[src/rtl/fp_add_sequencer.sv]
// fp_add_sequencer: multi-cycle single-precision add/sub sequencer (compare, align, add, normalize).
// Define FP_ADD_SEQ_FAST_ALIGN_EN for single-cycle barrel-shift align and LZC normalize.
module fp_add_sequencer #(
  parameter int EXP_WIDTH  = 8,
  parameter int MENT_WIDTH = 23
) (
  input  logic                          clk_in,
  input  logic                          rst_n_in,
  input  logic                          start_in,
  input  logic                          opcode_in,
  input  logic [EXP_WIDTH+MENT_WIDTH:0] operand_a_in,
  input  logic [EXP_WIDTH+MENT_WIDTH:0] operand_b_in,
  output logic                          busy_out,
  output logic                          done_out,
  output logic [EXP_WIDTH+MENT_WIDTH:0] result_out,
  output logic                          overflow_out
);
  localparam int TOP = EXP_WIDTH + MENT_WIDTH;
  localparam int SW = MENT_WIDTH + 2;
  localparam logic [EXP_WIDTH-1:0] EMAX = '1;
  typedef enum logic [2:0] {IDLE, COMPARE, ALIGN, ADD, NORM, DONE} state_t;
  state_t state;
  logic [TOP:0] a, b;
  logic op, sub, sign;
  logic [SW-1:0] sig1, sig2, sum, n_sum;
  logic [EXP_WIDTH-1:0] exp, d, n_exp, e1, e2, dd;
  logic [TOP-1:0] ma, mb, mbig, msml;
  logic a_ge, n_fin, n_ovf, n_zero;
  logic [TOP:0] n_res;
  assign ma = a[TOP-1:0];
  assign mb = b[TOP-1:0];
  assign a_ge = ma >= mb;
  assign mbig = a_ge ? ma : mb;
  assign msml = a_ge ? mb : ma;
  assign e1 = mbig[TOP-1:MENT_WIDTH];
  assign e2 = msml[TOP-1:MENT_WIDTH];
  assign dd = e1 - e2;
`ifdef FP_ADD_SEQ_FAST_ALIGN_EN
  logic [EXP_WIDTH-1:0] lz;
  // leading-zero count below the hidden bit position; the highest set bit wins
  always_comb begin
    lz = '0;
    for (int i = 0; i <= MENT_WIDTH; i++) if (sum[i]) lz = EXP_WIDTH'(MENT_WIDTH - i);
  end
`endif
  // next normalize step: carry shift, zero detect, or left shift with underflow flush
  always_comb begin
    n_sum = sum;
    n_exp = exp;
    n_fin = 1'b1;
    n_ovf = 1'b0;
    n_zero = sum == '0;
    if (sum[SW-1]) begin
      n_sum = sum >> 1;
      n_exp = exp + 1'b1;
      n_ovf = exp == EMAX - 1'b1;
    end else if (!n_zero && !sum[MENT_WIDTH]) begin
`ifdef FP_ADD_SEQ_FAST_ALIGN_EN
      n_sum = sum << lz;
      n_exp = exp - lz;
      n_zero = lz >= exp;
`else
      n_sum = sum << 1;
      n_exp = exp - 1'b1;
      n_zero = exp <= EXP_WIDTH'(1);
      n_fin = n_zero | sum[MENT_WIDTH-1];
`endif
    end
  end
  assign n_res = n_zero ? {sign & |sum, {TOP{1'b0}}}
               : n_ovf ? {sign, EMAX, {MENT_WIDTH{1'b0}}}
               : {sign, n_exp, n_sum[MENT_WIDTH-1:0]};
  // sequencer FSM with registered handshake and result
  always_ff @(posedge clk_in or negedge rst_n_in) begin
    if (!rst_n_in) begin
      state <= IDLE;
      busy_out <= 1'b0;
      done_out <= 1'b0;
      result_out <= '0;
      overflow_out <= 1'b0;
      a <= '0;
      b <= '0;
      op <= 1'b0;
      sub <= 1'b0;
      sign <= 1'b0;
      sig1 <= '0;
      sig2 <= '0;
      sum <= '0;
      exp <= '0;
      d <= '0;
    end else begin
      case (state)
        IDLE: if (start_in) begin
          a <= operand_a_in;
          b <= operand_b_in;
          op <= opcode_in;
          busy_out <= 1'b1;
          state <= COMPARE;
        end
        COMPARE: begin
          sig1 <= {1'b0, |e1, mbig[MENT_WIDTH-1:0]};
          sig2 <= {1'b0, |e2, msml[MENT_WIDTH-1:0]};
          exp <= e1;
          d <= dd > EXP_WIDTH'(SW) ? EXP_WIDTH'(SW) : dd;
          sub <= op ^ a[TOP] ^ b[TOP];
          sign <= a_ge ? a[TOP] : b[TOP] ^ op;
          state <= ALIGN;
        end
        ALIGN: begin
`ifdef FP_ADD_SEQ_FAST_ALIGN_EN
          sig2 <= sig2 >> d;
          state <= ADD;
`else
          sig2 <= d > EXP_WIDTH'(MENT_WIDTH + 1) ? '0 : d == '0 ? sig2 : sig2 >> 1;
          d <= d == '0 ? d : d - 1'b1;
          state <= d <= EXP_WIDTH'(1) ? ADD : ALIGN;
`endif
        end
        ADD: begin
          sum <= sub ? sig1 - sig2 : sig1 + sig2;
          state <= NORM;
        end
        NORM: begin
          sum <= n_sum;
          exp <= n_exp;
          if (n_fin) begin
            result_out <= n_res;
            overflow_out <= n_ovf;
            done_out <= 1'b1;
            state <= DONE;
          end
        end
        DONE: begin
          done_out <= 1'b0;
          busy_out <= 1'b0;
          state <= IDLE;
        end
        default: state <= IDLE;
      endcase
    end
  end
endmodule

[config.mk]
export PLATFORM = sky130hd
export DESIGN_NAME = fp_add_sequencer
export DESIGN_NICKNAME = d
export VERILOG_FILES = /design/src/rtl/fp_add_sequencer.sv
export SDC_FILE = /design/constraint.sdc
export NUM_CORES = 1
export LEC_CHECK = 0
export CAP_MARGIN = 25
export CORE_ASPECT_RATIO = 1.5
export CORE_MARGIN = 1
export CORE_UTILIZATION = 53
export DETAILED_ROUTE_END_ITERATION = 7
export GPL_ROUTABILITY_DRIVEN = 0
export PLACE_DENSITY = 0.7
export SLEW_MARGIN = 20
export SYNTH_ARGS = -nofsm -noshare
export SYNTH_HDL_FRONTEND = slang
export SYNTH_SLANG_ARGS = --single-unit
export TNS_END_PERCENT = 10
[constraint.sdc]
create_clock -name clk_in -period 8.48 [get_ports clk_in]
set_clock_uncertainty 0.05 [all_clocks]
set_input_delay 1.272 -clock clk_in [delete_from_list [all_inputs] [get_ports clk_in]]
set_output_delay 1.272 -clock clk_in [all_outputs]
set_load 0.01 [all_outputs]
Word level (Yosys, flattened, before mapping)

Index checks and enable logic that the tools add are counted.

Flip-flop bits (word level): 195
Input bits: 68
Logic and storage cells: 96

$add $sub $neg: 6
$lt $le $gt $ge: 5
Equality and inequality tests: 11
Multiplexer cells: 31
Bitwise gates (word level): 5
Reductions and logical operators: 22

Operators by type and width:

| cell                | count |
|---|---|
| $mux 25             | 5 |
| $pmux 25 s2         | 2 |
| $mux 31             | 3 |
| $mux 32             | 1 |
| $mux 8              | 4 |
| $pmux 8 s2          | 2 |
| $ge 31x31->1        | 1 |
| $add 24x25->25      | 1 |
| $logic_not 25->1    | 1 |
| $reduce_or 25->1    | 1 |
| $sub 24x25->25      | 1 |
| $gt 8x5->1 const B  | 2 |
| $le 8x1->1 const B  | 2 |
| $reduce_and 2->1    | 8 |
| $reduce_or 8->1     | 2 |
| $sub 8x1->8 const B | 2 |
| $pmux 3 s5          | 1 |
| $reduce_bool 2->1   | 5 |
| $mux 1              | 9 |
| $add 8x1->8 const B | 1 |
| $eq 8x8->1 const B  | 1 |
| $logic_not 8->1     | 1 |
| $sub 8x8->8         | 1 |
| $eq 3x2->1 const B  | 2 |
| other kinds (12)    | 21 |

Logic depth before layout (Yosys ltp)

Depth after elaboration: 7
Gate-level depth with buffers: 18

Worst setup path before layout

OpenSTA, ideal clock, no wires.

Kind: flip-flop to flip-flop
From: register a[10]
To: register d[3]
Setup time: 0.150 ns
Arrival: 4.252 ns
Data required time: 8.280 ns
Setup slack: 4.029 ns
Stages on the path, launching flop included: 16
Buffers on the path: 2
Period minus slack after synthesis: 4.451 ns
Path through: dfrtp_1 -> ha_1 -> a21oi_1 -> o21ai_1 -> a2111oi_2 -> a2111oi_4 -> nor2_1 -> buf_1 -> buf_1 -> a22oi_1 -> ha_1 -> o311ai_1 -> a311oi_1 -> or3_4 -> a2111oi_4 -> a221oi_1

Word-level cells in the longest chain between the ends: 6
Elaborated cells on any way between the ends: 7
Those cells by class: add/sub: 1; order compare: 2; mux: 4

Ends and longest elaborated chain:

| what                              | RTL line | source |
|---|---|---|
| start, declared                   | 23       | `logic [TOP:0] a, b;` |
| start signal, assigned            | 94       | `a <= operand_a_in;` |
| $ge 31x31->1 *                    | 32       | `assign a_ge = ma >= mb;` |
| $mux 31, on equally long branches | 33, 34   |  |
| $sub 8x8->8 *                     | 37       | `assign dd = e1 - e2;` |
| $gt 8x5->1                        | 104      | `d <= dd > EXP_WIDTH'(SW) ? EXP_WIDTH'(SW) : dd;` |
| $mux 8 *                          | 104      |  |
| $pmux 8 s2 *                      | 92       | `case (state)` |
| end signal, assigned              | 104      |  |
| end signal, assigned              | 115      | `d <= d == '0 ? d : d - 1'b1;` |
| end, declared                     | 26       | `logic [EXP_WIDTH-1:0] exp, d, n_exp, e1, e2, dd;` |

Mark *: on every way between the ends. The rest lies on a longest branch, timed or not.
A chain may end at the register's enable or synchronous reset.

Worst setup path in the final report

From: register a[24]
To: register d[3]

Word-level cells in the longest chain between the ends: 6
Elaborated cells on any way between the ends: 7
Those cells by class: add/sub: 1; order compare: 2; mux: 4

Ends and longest elaborated chain:

| what                              | RTL line |
|---|---|
| $ge 31x31->1                      | 32 |
| $mux 31, on equally long branches | 33, 34 |
| $sub 8x8->8 *                     | 37 |
| $gt 8x5->1                        | 104 |
| $mux 8 *                          | 104 |
| $pmux 8 s2 *                      | 92 |

Marks and branches as above.

==> reports/qor.yml <==
dr.pass1.iters: 5
track_usage: 0.257
ys_warn_count: 0
via_per_inst: 5.84
clock_latency_ns: 0.45
dp_hpwl_um: 20400
initial_utilization: 0.543
fin_crit_sh: 0.571
arrival_ns: 5.09
nets: 1528
fin_ws_ns: 3.64
cts.sinks: 194
synth_xor_area_frac: 0.0408
grt_pass1_vias: 9276
synth-simple-area-share: 0.153
slew_viol_final: 0
cts_max_level: 4
postCtsResizedCells: 0
dieHeight_um: 185
drc: 0
synth_fa_ha_area_frac: 0.0696
synth_compound_area_frac: 0.207
synth_area_per_cell_um2: 8.83
drv_cap: 0
insertedDiodeCount: 0
synth-edff-count: 0
synthCells: 1336
yosysTopAreaCell: "dfrtp_1"
synthMuxAreaShare: 0.0728
tns_ns: 0
antenna_found_initial: 0
cts_tree: "done"
syn_area_um2: 11800
cts_setup_buffers: 0
core_um2: 21700
grt_pass1_wl_um: 46200
critical_path.endpoint: "d[3]"
drt_wl_total_um: 27800
crit_start: "a[24]"
grt_max_degree: 119
cts_hold_buf: 0
synth.area.top_cells: "dfrtp_1 41%, ha_1 6.8%, o21ai_0 5.9%"
required_ns: 8.73
syn_to_final_growth_pct: 15.2
ys_seq_area_frac: 0.412
cts_buffers: 17
io_buffers: 102
post-route-min-period_ns: 4.84
timing.rr.end: "d[3]"
drtIter0Drc: 641
layout_common_cells: "194 x dfrtp_1, 145 x nand2_1, 140 x o21ai_0"
worst_setup_path_start_kind: "register"
die-area_um2: 22900
final_common_cell: "dfrtp_1"
io_pins: 103
setup_viol: 0
yosys.area.top_type_share: 0.412
rsz0062_at_grt: "false"
synthFlopType: "dfrtp_1"
core.rowCount: 66
clkTransAtPathRegs_ns: 0.07
cts-root-buf: "clkbuf_16"
hold_viol_final: 0
gr-total-overflow: 0
r2r-start: "a[24]"
clock_path_buffers: 2
syn_nets: 1469
drive_above_1_share: 0.0696
status: "finished, final reports clean"
pre_cts_ws_ns: 3.52
cp-end-kind: "register"
hold_depth: 2
async_flop_share: 1.00
postRouteAntennaNets: 0
ys_ff_latch: 194
path_max_fanout: 10
yosysUniqueCellTypes: 62
avgRoutedWirePerCell_um: 16.6
vias: 9810
chipWidth_um: 124
critPathKind: "register to register"
worstMarginPinSlew_ns: 0.949
synth_top_family_by_area: "compound AO/OA/AOI/OAI gates"
r2r_cells: 14
relSlewSlack: 0.367
hp-class: "register to register"
clock.fmax_mhz: 207
reg2reg_slack_ns: 3.64
[critical path, stage by stage (launching register included)]
cell and delay [ns]:
dfrtp_1 0.47, ha_1 0.40, inv_1 0.08, nor4_1 0.28
nand4_1 0.37, a2111oi_4 0.83, nor2_4 0.20, nor2_1 0.15
a22oi_1 0.10, ha_1 0.21, o311ai_1 0.37, a311oi_1 0.17
or3_4 0.37, a2111oi_4 0.48, a221oi_1 0.16
[cell families (layout without fill, tap and decap cells)]
| group | Yosys count | in the layout |
|---|---|---|
| compound gates | 401 | 401 |
| xor+xnor | 55 | 55 |
| fa+ha+maj | 65 | 65 |
| buf+inv | 137 | 209 |
| flops | 194 | 194 |
| mux | 81 | 81 |
| simple gates | 403 | 403 |
[layer usage]
metal	up-vias	GRT usage	routed length [um]
li1	4901	-	-
met2	227	0.427	13800
met4	0	0.0969	701
met5	-	0	0
met3	45	0.0374	945
met1	4637	0.335	12400
[sequential cells by signal, indices dropped and copies added, names as in the netlist, 3 cells and up]
register and cells:
a 32, sig1 24, b 32, sum 25, state 3, result_out 32
exp 8, sig2 24, d 8
[worst min-delay path by stage]
stage | to | slack, ns | start
2_1_floorplan | sign | 0.39 | sign
3_3_place_gp | result_out[1] | 0.41 | result_out[1]
3_5_place_dp | result_out[10] | 0.42 | result_out[10]
4_1_cts | result_out[10] | 0.44 | result_out[10]
5_1_grt | result_out[27] | 0.45 | result_out[27]
6_report | result_out[4] | 0.43 | result_out[4]
[synthesized netlist by cell type, drive strengths merged (2+ instances only)]
library cell,count
a2111oi,3
a211o,3
a211oi,6
a21boi,4
a21o,10
a21oi,123
a221o,5
a221oi,6
a22o,14
a22oi,14
a311oi,2
a31o,4
a31oi,9
a32oi,2
and3,9
buf,13
clkbuf,62
dfrtp,194
ha,64
inv,62
mux2,38
mux2i,43
nand2,145
nand2b,7
nand3,11
nand3b,2
nand4,13
nor2,131
nor2b,10
nor3,28
nor3b,3
nor4,25
o211ai,5
o21a,4
o21ai,143
o21bai,6
o221ai,12
o22ai,15
o31ai,4
o41ai,2
or2,4
or3,9
or4,2
xnor2,44
xor2,11
[stage by stage]
stage | cell area [um2] | hold slack (ns) | std cells | util
2_1_floorplan | 11800 | 0.394 | 1336 | -
3_3_place_gp | 13000 | 0.412 | 1646 | 0.597
3_5_place_dp | 13000 | 0.421 | 1646 | 0.597
4_1_cts | 13500 | 0.435 | 1678 | 0.624
5_1_grt | 13600 | 0.452 | 1680 | 0.626
6_report | 13600 | 0.427 | 1680 | 0.626
[final cells by class]
type                       count  area, um2
timing repair buffer         115       1150
tap                          272        340
clock buffer                  22        454
sequential                   194       4850
multi-input combinational   1005       6430
clock inverter                10        126
inverter                      62        233
fill                        1936       8130
Power is not shown: default switching activity piles up to over one toggle a cycle in this logic, so the estimate is an artifact.
